<file path="config.mk">
export PLATFORM = sky130hd
export DESIGN_NAME = black_box_inverter_flat
export DESIGN_NICKNAME = d
export VERILOG_FILES = /design/src/rtl/black_box_inverter_pkg.sv /design/src/rtl/black_box_inverter_if.sv /design/src/rtl/black_box_inverter_toggle_cnt.sv /design/src/rtl/black_box_inverter.sv /design/src/flat_wrapper.sv
export SDC_FILE = /design/constraint.sdc
export NUM_CORES = 1
export LEC_CHECK = 0
export BUFFER_PORTS_ARGS = -buffer_cell sky130_fd_sc_hd__buf_4
export CORE_MARGIN = 2
export CORE_UTILIZATION = 46
export CTS_BUF_LIST = sky130_fd_sc_hd__clkbuf_16
export DETAILED_ROUTE_END_ITERATION = 10
export GPL_ROUTABILITY_DRIVEN = 0
export PLACE_DENSITY_LB_ADDON = 0.3
export SLEW_MARGIN = 20
export SYNTH_ARGS = -nofsm -noshare
export SYNTH_HDL_FRONTEND = slang
export SYNTH_SLANG_ARGS = --single-unit
</file>
<file path="constraint.sdc">
create_clock -name clock -period 2 [get_ports clock]
set_input_delay 0.2 -clock clock [delete_from_list [all_inputs] [get_ports clock]]
set_output_delay 0.2 -clock clock [all_outputs]
set_load 0.02 [all_outputs]
</file>
<file path="src/rtl/black_box_inverter_pkg.sv">
// Shared constants and per-bit helpers for the black_box_inverter leaf primitive.
// The helpers work on one bit, so callers of any width loop over them without truncation.
package black_box_inverter_pkg;

  localparam int DEFAULT_WIDTH = 1;
  localparam int DEFAULT_CNT_W = 16;

  // bypass wins over the mask; X/Z on din flows straight through the XOR
  function automatic logic inv_bit(input logic din, input logic mask, input logic byp);
    return byp ? din : (din ^ mask);
  endfunction

  // Output value seen for in=0 with bypass off: the value state resets to
  function automatic logic reset_bit(input logic mask);
    return inv_bit(1'b0, mask, 1'b0);
  endfunction

endpackage

</file>
<file path="src/rtl/black_box_inverter_if.sv">
// Data-side bundle of the inverter: input word, bypass select, output word and change count.
// The master drives in/bypass; the slave (the inverter) drives out/toggle_cnt.
interface black_box_inverter_if #(
  parameter int WIDTH = black_box_inverter_pkg::DEFAULT_WIDTH,
  parameter int CNT_W = black_box_inverter_pkg::DEFAULT_CNT_W
);

  logic [WIDTH-1:0] in;
  logic             bypass;
  logic [WIDTH-1:0] out;
  logic [CNT_W-1:0] toggle_cnt;

  modport master (output in, bypass, input out, toggle_cnt);
  modport slave  (input in, bypass, output out, toggle_cnt);

endinterface

</file>
<file path="src/rtl/black_box_inverter_toggle_cnt.sv">
// Saturating count of cycles where the watched word differs from its previous-cycle value.
// One-cycle update latency; never stalls, holds at all-ones instead of wrapping.
module black_box_inverter_toggle_cnt
  import black_box_inverter_pkg::*;
#(
  parameter int               WIDTH    = DEFAULT_WIDTH,
  parameter logic [WIDTH-1:0] RST_MASK = {WIDTH{1'b1}},
  parameter int               CNT_W    = DEFAULT_CNT_W
) (
  input  logic             i_clk,
  input  logic             i_rst,
  input  logic [WIDTH-1:0] i_out,
  output logic [CNT_W-1:0] o_toggle_cnt
);

  logic [WIDTH-1:0] r_out_q;
  logic [CNT_W-1:0] r_cnt;
  logic             w_changed;
  logic             w_sat;

  // Any number of differing bits in one cycle is a single event
  assign w_changed = (i_out != r_out_q);
  assign w_sat     = (r_cnt == {CNT_W{1'b1}});

  always_ff @(posedge i_clk) begin
    if (i_rst) begin
      for (int i = 0; i < WIDTH; i++) begin
        r_out_q[i] <= reset_bit(RST_MASK[i]);
      end
      r_cnt <= '0;
    end else begin
      r_out_q <= i_out;
      if (w_changed && !w_sat) begin
        r_cnt <= r_cnt + CNT_W'(1);
      end
    end
  end

  assign o_toggle_cnt = r_cnt;

endmodule

</file>
<file path="src/rtl/black_box_inverter.sv">
// Masked bitwise inverter with a bypass and an output-change counter; zero latency, or one
// cycle when BLACK_BOX_INVERTER_REG_OUT_EN is defined. No backpressure: output follows input.
module black_box_inverter
  import black_box_inverter_pkg::*;
#(
  parameter int               WIDTH    = DEFAULT_WIDTH,
  parameter logic [WIDTH-1:0] INV_MASK = {WIDTH{1'b1}},
  parameter int               CNT_W    = DEFAULT_CNT_W
) (
  input  logic                 clock,
  input  logic                 reset,
  black_box_inverter_if.slave  bus
);

  logic [WIDTH-1:0] w_out_next;
  logic [WIDTH-1:0] w_out;

  always_comb begin
    w_out_next = '0;
    for (int i = 0; i < WIDTH; i++) begin
      w_out_next[i] = inv_bit(bus.in[i], INV_MASK[i], bus.bypass);
    end
  end

`ifdef BLACK_BOX_INVERTER_REG_OUT_EN
  logic [WIDTH-1:0] r_out;

  always_ff @(posedge clock) begin
    if (reset) begin
      for (int i = 0; i < WIDTH; i++) begin
        r_out[i] <= reset_bit(INV_MASK[i]);
      end
    end else begin
      r_out <= w_out_next;
    end
  end

  assign w_out = r_out;
`else
  // Pure combinational path: clock and reset only reach the counter
  assign w_out = w_out_next;
`endif

  assign bus.out = w_out;

  black_box_inverter_toggle_cnt #(
    .WIDTH    (WIDTH),
    .RST_MASK (INV_MASK),
    .CNT_W    (CNT_W)
  ) u_toggle_cnt (
    .i_clk        (clock),
    .i_rst        (reset),
    .i_out        (w_out),
    .o_toggle_cnt (bus.toggle_cnt)
  );

endmodule

</file>
<file path="src/flat_wrapper.sv">
// flat-port wrapper written by rule: the top's interface ports become plain ports
module black_box_inverter_flat import black_box_inverter_pkg::*;
#(
  parameter int               WIDTH    = DEFAULT_WIDTH,
  parameter logic [WIDTH-1:0] INV_MASK = {WIDTH{1'b1}},
  parameter int               CNT_W    = DEFAULT_CNT_W
)
  (clock, reset, bus_in, bus_bypass, bus_out, bus_toggle_cnt);
  black_box_inverter_if #(.WIDTH(WIDTH), .CNT_W(CNT_W)) bus_i ();
  input  logic clock;
  input  logic reset;
  input wire logic [$bits(bus_i.in)-1:0] bus_in;
  input wire logic [$bits(bus_i.bypass)-1:0] bus_bypass;
  output wire logic [$bits(bus_i.out)-1:0] bus_out;
  output wire logic [$bits(bus_i.toggle_cnt)-1:0] bus_toggle_cnt;
  assign bus_i.in = bus_in;
  assign bus_i.bypass = bus_bypass;
  assign bus_out = bus_i.out;
  assign bus_toggle_cnt = bus_i.toggle_cnt;
  black_box_inverter #(.WIDTH(WIDTH), .INV_MASK(INV_MASK), .CNT_W(CNT_W)) u_core (.clock(clock), .reset(reset), .bus(bus_i));
endmodule
</file>
# After elaboration in Yosys (flattened, before gate mapping)
# Cells that the tools add are included.
dict set report totals {
  reg_bits 17
  out_inout_bits 17
  word_cells 9
}
dict set report op_classes {
  n_addsub 1
  n_eq_ne 2
  n_mux 1
  bitwise_logic 1
  reduce_logical 2
}
# operator n
set op_table {}
lappend op_table {{$add A16 B1 Y16 const B} 1}
lappend op_table {{$eq A16 B16 Y1 const B} 1}
lappend op_table {{$logic_and A1 B1 Y1} 1}
lappend op_table {{$logic_not A1 Y1} 1}
lappend op_table {{$mux W1} 1}
lappend op_table {{$ne A1 B1 Y1} 1}
lappend op_table {{$not A1 Y1} 1}

# Depth between registers and ports, before layout
# Gate-level depths: netlist (run 1).
dict set report depth {
  word_depth 4
  ltp_mapped 6
}

# Hierarchy
# From an unflattened synthesis (run 1), not the netlist that was laid out.
dict set report unflattened {
  hier_cells 109
  area_unflattened_um2 907.1
}
# module instances cells_per_inst area_per_inst_um2 seq_area_each_um2
set modules_own_cells {}
lappend modules_own_cells {black_box_inverter_toggle_cnt 1 108 898.4 340.3}
lappend modules_own_cells {black_box_inverter 1 1 8.8 0.0}

# Worst setup path after synthesis (run 1)
# No wires, ideal clock.
dict set report synth_timing {
  kind {register to register}
  startpoint {reg u_core.u_toggle_cnt.r_cnt[2], in the netlist u_core.u_toggle_cnt.o_toggle_cnt[2]}
  endpoint {reg u_core.u_toggle_cnt.r_cnt[15], in the netlist u_core.u_toggle_cnt.o_toggle_cnt[15]}
  setup_ns 0.121
  t_arrival_ns 1.923
  required_time_ns 1.879
  setup_slack_ns -0.044
  stages_incl_launch_ff 6
  path_buffers 1
  cell_sequence {dfxtp_1 -> nand3_1 -> or4_1 -> buf_2 -> nor4b_1 -> mux2_2}
}
dict set report synth_between {
  elab_chain_cells 3
  elab_cells_between_ends 4
}
# item line
set synth_lines {}
lappend synth_lines {{start, declared} black_box_inverter_toggle_cnt.sv:17} ;# logic [CNT_W-1:0] r_cnt;
lappend synth_lines {{start signal, assigned} black_box_inverter_toggle_cnt.sv:34} ;# r_cnt <= r_cnt + CNT_W'(1);
lappend synth_lines {{branches (longest 3 deep; another with $add A16 B1 Y16)} -}
# Parallel ways; which one is timed is not known.
# A chain may end at the register's enable or synchronous reset.

# Worst setup path in the final report (run 1)
dict set report layout_timing {
  startpoint {reg u_core.u_toggle_cnt.r_out_q}
  endpoint {reg u_core.u_toggle_cnt.r_cnt[9], in the netlist u_core.u_toggle_cnt.o_toggle_cnt[9]}
}
dict set report layout_between {
  elab_chain_cells 2
}
# item line
set layout_lines {}
lappend layout_lines {{start, declared} black_box_inverter_toggle_cnt.sv:16} ;# logic [WIDTH-1:0] r_out_q;
lappend layout_lines {{start signal, assigned by index} black_box_inverter_toggle_cnt.sv:28} ;# r_out_q[i] <= reset_bit(RST_MASK[i]);
lappend layout_lines {{start signal, assigned} black_box_inverter_toggle_cnt.sv:32} ;# r_out_q <= i_out;
lappend layout_lines {{$ne A1 B1 Y1} black_box_inverter_toggle_cnt.sv:22} ;# assign w_changed = (i_out != r_out_q);
lappend layout_lines {{$logic_and A1 B1 Y1} black_box_inverter_toggle_cnt.sv:33} ;# if (w_changed && !w_sat) begin
# No other way between the ends.

==> impl_metrics.ini, run 1 <==
[outcome]
status = completed

[power_and_ir_drop]
power.density_mw_per_mm2 = 712
power_switching_mw = 0.180
seqPwrFrac_pct = 43.0
clkPwrFrac_pct = 46.9
peakVddDrop_mv = 0.612
p_sw_share_pct = 21.7
p_int_mw = 0.652
combPwrFrac_pct = 10.1
leakage_nw = 0.420

[global_route]
track_usage_pct = 21.1
grt_util_met2_pct = 35.4
grt_use_met3_pct = 3.40
overflow = 0
grt.busiest_layer = met2
grt_max_degree = 20
grt_antenna_before_repair = 0
grt_util_met1_pct = 27.5
grt_pass1_vias = 765
grt_pass1_wl_um = 3420

[place]
dp_slack_ns = -0.145
hpwl_um = 1490
place_area_mm2 = 0.00109
io_buffers = 20

[clocking]
clk_latency_ns = 0.24
cts_root_buf = clkbuf_16
cts_buffers = 3
clock_sinks = 17
htree_levels = 1
cts_tree = done
clock_path_buffers = 2
path_clk_slew_ns = 0.05

[synthesis]
synthFlopType = dfxtp_1
synth_seq_area_share_pct = 39.1
synth_mux_area_share_pct = 2.59
ys_warn_count = 0
synth_edf_count = 0
synth.avg_cell_area_um2 = 8.62
synth_top_family_by_area = simple AND/OR/NAND/NOR gates
synth_xor_area_share_pct = 3.74
syn_inst = 101
synth_simple_gate_area_share_pct = 33.0
synth_compound_area_share_pct = 17.8
synth_nets = 106
synth_area_um2 = 871
yosysUniqueCellTypes = 29
yosys.area_share.adder_pct = 1.44
synth_seq_cells = 17
async_reset_ff_share_pct = 0

[layout]
utilization_pct = 67.0
final_common_cell = buf_4
layout-drive-gt1-share_pct = 32.5
antennaDiodeCount = 0
stdcell_area_mm2 = 0.00117
area_growth_syn_to_layout_pct = 34.3
final_cell_mix = buf_4 (26), dfxtp_1 (14), a21oi_1 (12)
nets = 132

[job]
maxCapViolCount = 0

[sta]
fin_crit_ns = 1.90
timing.fmax_mhz = 526
worst_slew_pin_slew_ns = 0.376
finalSetupTns_ns = 0
setup_ws_ns = 0.0999
relSlewSlack_pct = 74.7
whs_ns = 0.258
slew_viol_final = 0
skew_ns = 0.00321
fin_crit_sh_pct = 95.0
setup_viol = 0
rsz0062_at_grt = no
hold_viol_final = 0

[setup_path]
cp.arrival_ns = 2.07
crit_fanout = 7
worstSetupPathType = flip-flop to flip-flop
regToRegSetupSlack_ns = 0.1
start_kind = flip-flop
cp-end-kind = flip-flop
cp.required_ns = 2.17

[floorplan]
dieArea_mm2 = 0.00226
chipHeight_um = 47.5
initial_core_util_pct = 49.9
rows = 15
die_x_um = 47.5
pin_count = 21
core_area_mm2 = 0.00175

[routing]
wire_per_inst_um = 14.3
ant_nets = 0
drtIter0Drc = 12
via_per_inst = 5.95
drt-total-wl_um = 2150
dr.pass1.iters = 4
drcViolationCount = 0
vias = 898

[worst_hold_path]
hold_path.class = input port to flip-flop
==> area by class of cell <==
type / count / area (um2)
sequential: 17 / 344
timing repair buffer: 26 / 195
clock inverter: 1 / 3.75
clock buffer: 3 / 75.1
fill: 153 / 576
tap: 25 / 31.3
multi-input combinational: 79 / 520
==> worst max-delay path: stages, from the launching register on <==
cell	delay, ns
dfxtp_1	0.33
xor3_1	0.26
or4_4	0.61
or4_1	0.48
a21oi_1	0.15
==> stage by stage <==
stage / cells / power, mW
2_1_floorplan: 101 / 0.414
3_3_place_gp: 147 / 0.444
3_5_place_dp: 147 / 0.448
4_1_cts: 151 / 0.840
5_1_grt: 151 / 0.860
6_report: 151 / 0.833
==> Yosys cell counts (2+ instances only) <==
cell type / instances / area [um2]
nor4_1: 4 / 25.0
or3_1: 4 / 25.0
dfxtp_1: 17 / 340
o31ai_1: 6 / 45.0
clkbuf_1: 4 / 15.0
nor3_1: 2 / 10.0
o21ai_0: 5 / 25.0
or2_2: 3 / 18.8
nand3_1: 4 / 20.0
or4_1: 7 / 52.6
nor2b_1: 2 / 12.5
a21oi_1: 12 / 60.1
nand2_1: 5 / 18.8
nor2_1: 6 / 22.5
nand4_1: 5 / 31.3
mux2_2: 2 / 22.5
==> metal layers <==
| layer | vias to the layer above | wire length (um) | share of wire (%) |
|---|---|---|---|
| met4 | 0 | 21 | 0.98 |
| li1 | 443 | - | - |
| met3 | 2 | 95 | 4.4 |
| met5 | - | 0 | 0 |
| met2 | 25 | 1080 | 50 |
| met1 | 428 | 954 | 44 |
==> kinds of logic (layout without fill, tap and decap cells) <==
group	count (synthesis)	after routing
compound gates	26	26
xor+xnor	2	2
fa+ha+maj	1	1
buf+inv	5	30
flops	17	17
mux	2	2
simple gates	48	48
==> registers in the layout (all words and copies together) (netlist names) <==
signal                            cells
u_core.u_toggle_cnt.o_toggle_cnt     16
u_core.u_toggle_cnt.r_out_q           1
==> final timing paths <==
| check | startpoint | to | depth (start not counted) |
|---|---|---|---|
| worst max-delay path | u_core.u_toggle_cnt.r_out_q | u_core.u_toggle_cnt.o_toggle_cnt[9] | 4 |
| worst min-delay path | reset | u_core.u_toggle_cnt.o_toggle_cnt[2] | 2 |
| worst max register to register | u_core.u_toggle_cnt.r_out_q | u_core.u_toggle_cnt.o_toggle_cnt[9] | 4 |
| worst min register to register | u_core.u_toggle_cnt.o_toggle_cnt[3] | u_core.u_toggle_cnt.o_toggle_cnt[3] | 2 |
==> power groups by stage <==
| stage | Combinational (mW) | Sequential (mW) | Clock (mW) |
|---|---|---|---|
| after floorplan | 0.0434 | 0.371 | 0 |
| after global placement | 0.0802 | 0.364 | 0 |
| after detailed placement | 0.0828 | 0.365 | 0 |
| after CTS | 0.0839 | 0.358 | 0.398 |
| after global routing | 0.0918 | 0.359 | 0.409 |
| final | 0.0843 | 0.358 | 0.390 |
==> repair_timing <==
action                     CTS  global route
setup buffers                0             0
setup endpoints to repair    0             5
gates resized for setup      0             1
hold buffers                 0             0
Power figures use the tool's default switching activity.
==> run 2, diff against run 1 <==
Settings changed: CELL_PAD_IN_SITES_DETAIL_PLACEMENT set to 0, CELL_PAD_IN_SITES_GLOBAL_PLACEMENT set to 1, CORE_ASPECT_RATIO set to 0.6, CORE_UTILIZATION 46 to 34.
==> run 2 against run 1 <==
Clock skew down 0.0010 ns. First-iteration DRC count grew to 5.0 times the previous value. Flip-flop and latch count unchanged. Die area increased by 33%. Non-clock buffer count increased by 7. Cell count rose by 9.3%. Critical path type unchanged. Largest power group unchanged. Highest routed layer unchanged.
==> impl_metrics.ini, run 2 (synthesis gave the netlist of run 1 again) <==
[layout]
layout-drive-gt1-share_pct = 36.8
area_growth_syn_to_layout_pct = 43.1
final_cell_mix = buf_4 (33), dfxtp_1 (14), a21oi_1 (12)
largest_reg_flops = 16
antennaDiodeCount = 0
final_cells = 165
fillers = 264
nets = 139
final_common_cell = buf_4

[place]
hpwl_um = 1690
place_inst = 161
io_buffers = 20

[floorplan]
rows = 14
initial_core_util_pct = 35.3
dieArea_mm2 = 0.00300
pin_count = 21
chipHeight_um = 43.2
die_x_um = 69.3
core_area_mm2 = 0.00247

[routing]
dr.max_layer_used = met4
drcViolationCount = 0
wire_per_inst_um = 14.1
vias = 903
dr.pass1.iters = 4
wl_met1_um = 1210
drtIter0Drc = 60
wl_met3_um = 82
dr_wl_met2_um = 1020
drt-total-wl_um = 2320
via_per_inst = 5.47
ant_nets = 0

[sta]
setup_viol = 0
whs_ns = 0.267
worst_slew_pin_slew_ns = 0.338
timing.fmax_mhz = 536
hold_viol_final = 0
slew_viol_final = 0
skew_ns = 0.00219
fin_crit_sh_pct = 93.2
fin_crit_ns = 1.86
finalSetupTns_ns = 0
relSlewSlack_pct = 77.2

[setup_path]
crit_path_top_delay_cell = or4_4
cp.arrival_ns = 2.00
worstSetupPathType = flip-flop to flip-flop
ff2ff_path_depth = 4
r2r_end = u_core.u_toggle_cnt.o_toggle_cnt[15]
cp-end-kind = flip-flop
critPathMaxStageDelay_ns = 0.61
crit_family = simple AND/OR/NAND/NOR gates
start_kind = flip-flop
regToRegSetupSlack_ns = 0.14
regToRegStartpoint = u_core.u_toggle_cnt.r_out_q
path_buf_inv = 0
crit_path_cell_trace = xor3_1 > or4_4 > nor4b_2 > mux2_2
crit_fanout = 9
cp.required_ns = 2.14

[power_and_ir_drop]
power_switching_mw = 0.190
seqPwrFrac_pct = 41.7
p_sw_share_pct = 22.4
combPwrFrac_pct = 11.2
clkPwrFrac_pct = 47.2
power.density_mw_per_mm2 = 682
p_int_mw = 0.660
peakVddDrop_mv = 0.395
leakage_nw = 0.474

[global_route]
grt_pass1_vias = 849
track_usage_pct = 17.2
grt_max_degree = 20
grt_pass1_wl_um = 4040
grt_antenna_before_repair = 0
overflow = 0

[clocking]
cts_tree = done
path_clk_slew_ns = 0.05
clk_latency_ns = 0.25
clock_path_buffers = 2
htree_levels = 1
clock_sinks = 17
holdBufCountCts = 0
cts_buffers = 3
cts.repair.resized = 0
post_cts_buffers = 0
cts_root_buf = clkbuf_16

[worst_hold_path]
hold_path.class = input port to flip-flop
min_from = reset
hold_depth = 2
min_to = u_core.u_toggle_cnt.o_toggle_cnt[2]

[job]
maxCapViolCount = 0

[outcome]
status = completed
run 2: metal layers:
metal	up-vias	global-route usage, %
li1	456	-
met1	429	25.3
met2	16	23.8
met3	2	5.94
met4	0	3.53
met5	-	0
run 2: power groups by stage:
stage	Clock [mW]	Combinational, mW	Sequential [mW]
floorplan	0	0.0434	0.371
global placement	0	0.0926	0.361
detailed placement	0	0.0955	0.362
CTS	0.412	0.0958	0.354
global route	0.434	0.105	0.355
finish	0.401	0.0950	0.354
run 2: how the worst max path moves through the flow:
| stage | cells after the start | startpoint | endpoint | slack, ns |
|---|---|---|---|---|
| 3_5_place_dp | 5 | bus_bypass | u_core.u_toggle_cnt.o_toggle_cnt[15] | -0.15 |
| 2_1_floorplan | 6 | u_core.u_toggle_cnt.o_toggle_cnt[0] | u_core.u_toggle_cnt.o_toggle_cnt[1] | 0.04 |
| 5_1_grt | 5 | u_core.u_toggle_cnt.o_toggle_cnt[1] | u_core.u_toggle_cnt.o_toggle_cnt[8] | -0.01 |
| 4_1_cts | 4 | u_core.u_toggle_cnt.r_out_q | u_core.u_toggle_cnt.o_toggle_cnt[15] | 0.01 |
| 6_report | 4 | u_core.u_toggle_cnt.r_out_q | u_core.u_toggle_cnt.o_toggle_cnt[15] | 0.14 |
| 3_3_place_gp | 5 | bus_bypass | u_core.u_toggle_cnt.o_toggle_cnt[15] | -0.12 |
run 2: cell type report:
type                    instances  area (um2)  area share (%)
clock buffers                   3        75.1            6.02
well taps                      32        40.0            3.21
flip-flops and latches         17         344            27.6
multi-input cells              79         536            43.0
repair buffers                 33         248            19.9
clock inverters                 1        3.75           0.301
run 2: through the flow:
stage               setup WS [ns]  util [%]  cell area, um2  power [mW]
global placement           -0.116      46.5            1150       0.454
floorplan                  0.0361         -             881       0.414
finish                      0.136      50.5            1250       0.850
detailed placement         -0.148      46.5            1150       0.457
global route              -0.0137      50.5            1250       0.895
CTS                        0.0118      49.7            1230       0.862
==> run 3, diff against run 2 <==
Settings changed: CORE_UTILIZATION 34 to 37.
Clock period 2 ns to 1.95 ns, I/O delays scaled along.
==> run 3 against run 2 <==
Core utilization is 4.4 points higher. Cell count fell by 3.6%. Power increased by 1.2%. Flip-flop and latch count did not move. Non-clock buffer count down 4. Largest cell class unchanged.
==> impl_metrics.ini, run 3 (synthesis gave the netlist of run 1 again) <==
[layout]
antennaDiodeCount = 0
utilization_pct = 54.9
nets = 135
final_cells = 159
fillers = 223
largest_reg_flops = 16
layout-drive-gt1-share_pct = 34.9
final_common_cell = buf_4
final_cell_mix = buf_4 (29), dfxtp_1 (14), a21oi_1 (12)
area_growth_syn_to_layout_pct = 38.4
stdcell_area_mm2 = 0.00120

[global_route]
track_usage_pct = 18.3
overflow = 0
grt_antenna_before_repair = 0
grt_pass1_wl_um = 3800
grt_max_degree = 20
grt_pass1_vias = 792

[floorplan]
die_x_um = 66.6
pin_count = 21
initial_core_util_pct = 39.7
dieArea_mm2 = 0.00277
chipHeight_um = 41.6
core_area_mm2 = 0.00220
rows = 13

[sta]
fin_crit_ns = 1.88
whs_ns = 0.267
fin_crit_sh_pct = 96.4
worst_slew_pin_slew_ns = 0.381
setup_ws_ns = 0.0702
slew_viol_final = 0
rsz0062_at_grt = no
hold_viol_final = 0
skew_ns = 0.00264
relSlewSlack_pct = 74.3
finalSetupTns_ns = 0
setup_viol = 0
timing.fmax_mhz = 532

[power_and_ir_drop]
power.density_mw_per_mm2 = 714
peakVddDrop_mv = 0.482
leakage_nw = 0.435
power_mw = 0.861

[outcome]
status = completed

[place]
place_area_mm2 = 0.00112
dp_slack_ns = -0.132
place_inst = 155
io_buffers = 20
hpwl_um = 1650

[setup_path]
path_buf_inv = 1
cp.arrival_ns = 2.06
crit_path_cell_trace = ha_1 > nand3_1 > nor4_2 > buf_4 > or4b_2 > a21oi_1
critPathMaxStageDelay_ns = 0.60
cp-end-kind = flip-flop
start_kind = flip-flop
ff2ff_path_depth = 6
crit_fanout = 14
crit_path_top_delay_cell = or4b_2
worstSetupPathType = flip-flop to flip-flop
cp.depth = 6
crit_family = simple AND/OR/NAND/NOR gates
cp.required_ns = 2.13

[clocking]
clock_sinks = 17
cts_buffers = 3
path_clk_slew_ns = 0.05
cts_tree = done
htree_levels = 1
clock_path_buffers = 2
cts_root_buf = clkbuf_16
clk_latency_ns = 0.25
post_cts_buffers = 0

[routing]
via_per_inst = 5.73
wire_per_inst_um = 15.0
drcViolationCount = 0
ant_nets = 0
vias = 911
drt-total-wl_um = 2380
dr.pass1.iters = 4
drtIter0Drc = 43

[job]
maxCapViolCount = 0

[worst_hold_path]
hold_path.class = input port to flip-flop
hold_depth = 2
run 3: changes by cell type in the layout (fill, tap and decap cells not counted), sizes merged:
cell	delta
buf	-4
run 3: layout make-up:
cell class | count | area, um2 | area share, %
multi-input combinational | 79 | 527 | 43.7
tap | 30 | 37.5 | 3.12
clock inverter | 1 | 3.75 | 0.312
clock buffer | 3 | 75.1 | 6.23
timing repair buffer | 29 | 218 | 18.1
sequential | 17 | 344 | 28.6
run 3: per-layer routing:
metal | up-vias | global-route usage [%] | share of wire (%)
li1 | 452 | - | -
met1 | 429 | 28.1 | 50
met2 | 28 | 23.2 | 41
met3 | 2 | 7.32 | 7.9
met4 | 0 | 4.90 | 0.71
met5 | - | 0 | 0
run 3: where the power goes:
| part | internal (mW) | leakage, nW | switching, mW |
|---|---|---|---|
| Combinational | 0.0422 | 0.253 | 0.0467 |
| Clock | 0.272 | 0.0423 | 0.133 |
| Sequential | 0.357 | 0.139 | 0.0103 |
run 3: worst register-to-register path: cells and delay by family, from the launching register on:
family,cells,cell delay [ns]
and+or+nand+nor,3,0.87
DFF,1,0.35
adders and majority gates,1,0.24
buffers and inverters,1,0.19
AOI/OAI and AO/OA,1,0.16
run 3: worst paths after layout:
kind / startpoint / endpoint / slack (ns)
max: u_core.u_toggle_cnt.o_toggle_cnt[0] / u_core.u_toggle_cnt.o_toggle_cnt[5] / 0.07
min: reset / u_core.u_toggle_cnt.o_toggle_cnt[3] / 0.27
max reg2reg: u_core.u_toggle_cnt.o_toggle_cnt[0] / u_core.u_toggle_cnt.o_toggle_cnt[5] / 0.07
min reg2reg: u_core.u_toggle_cnt.o_toggle_cnt[4] / u_core.u_toggle_cnt.o_toggle_cnt[4] / 0.49
run 3: repair_timing:
| item | 4_1_cts | 5_1_grt |
|---|---|---|
| gates resized for setup | 0 | 1 |
| hold buffers | 0 | 0 |
| endpoints found under the setup margin | 0 | 5 |
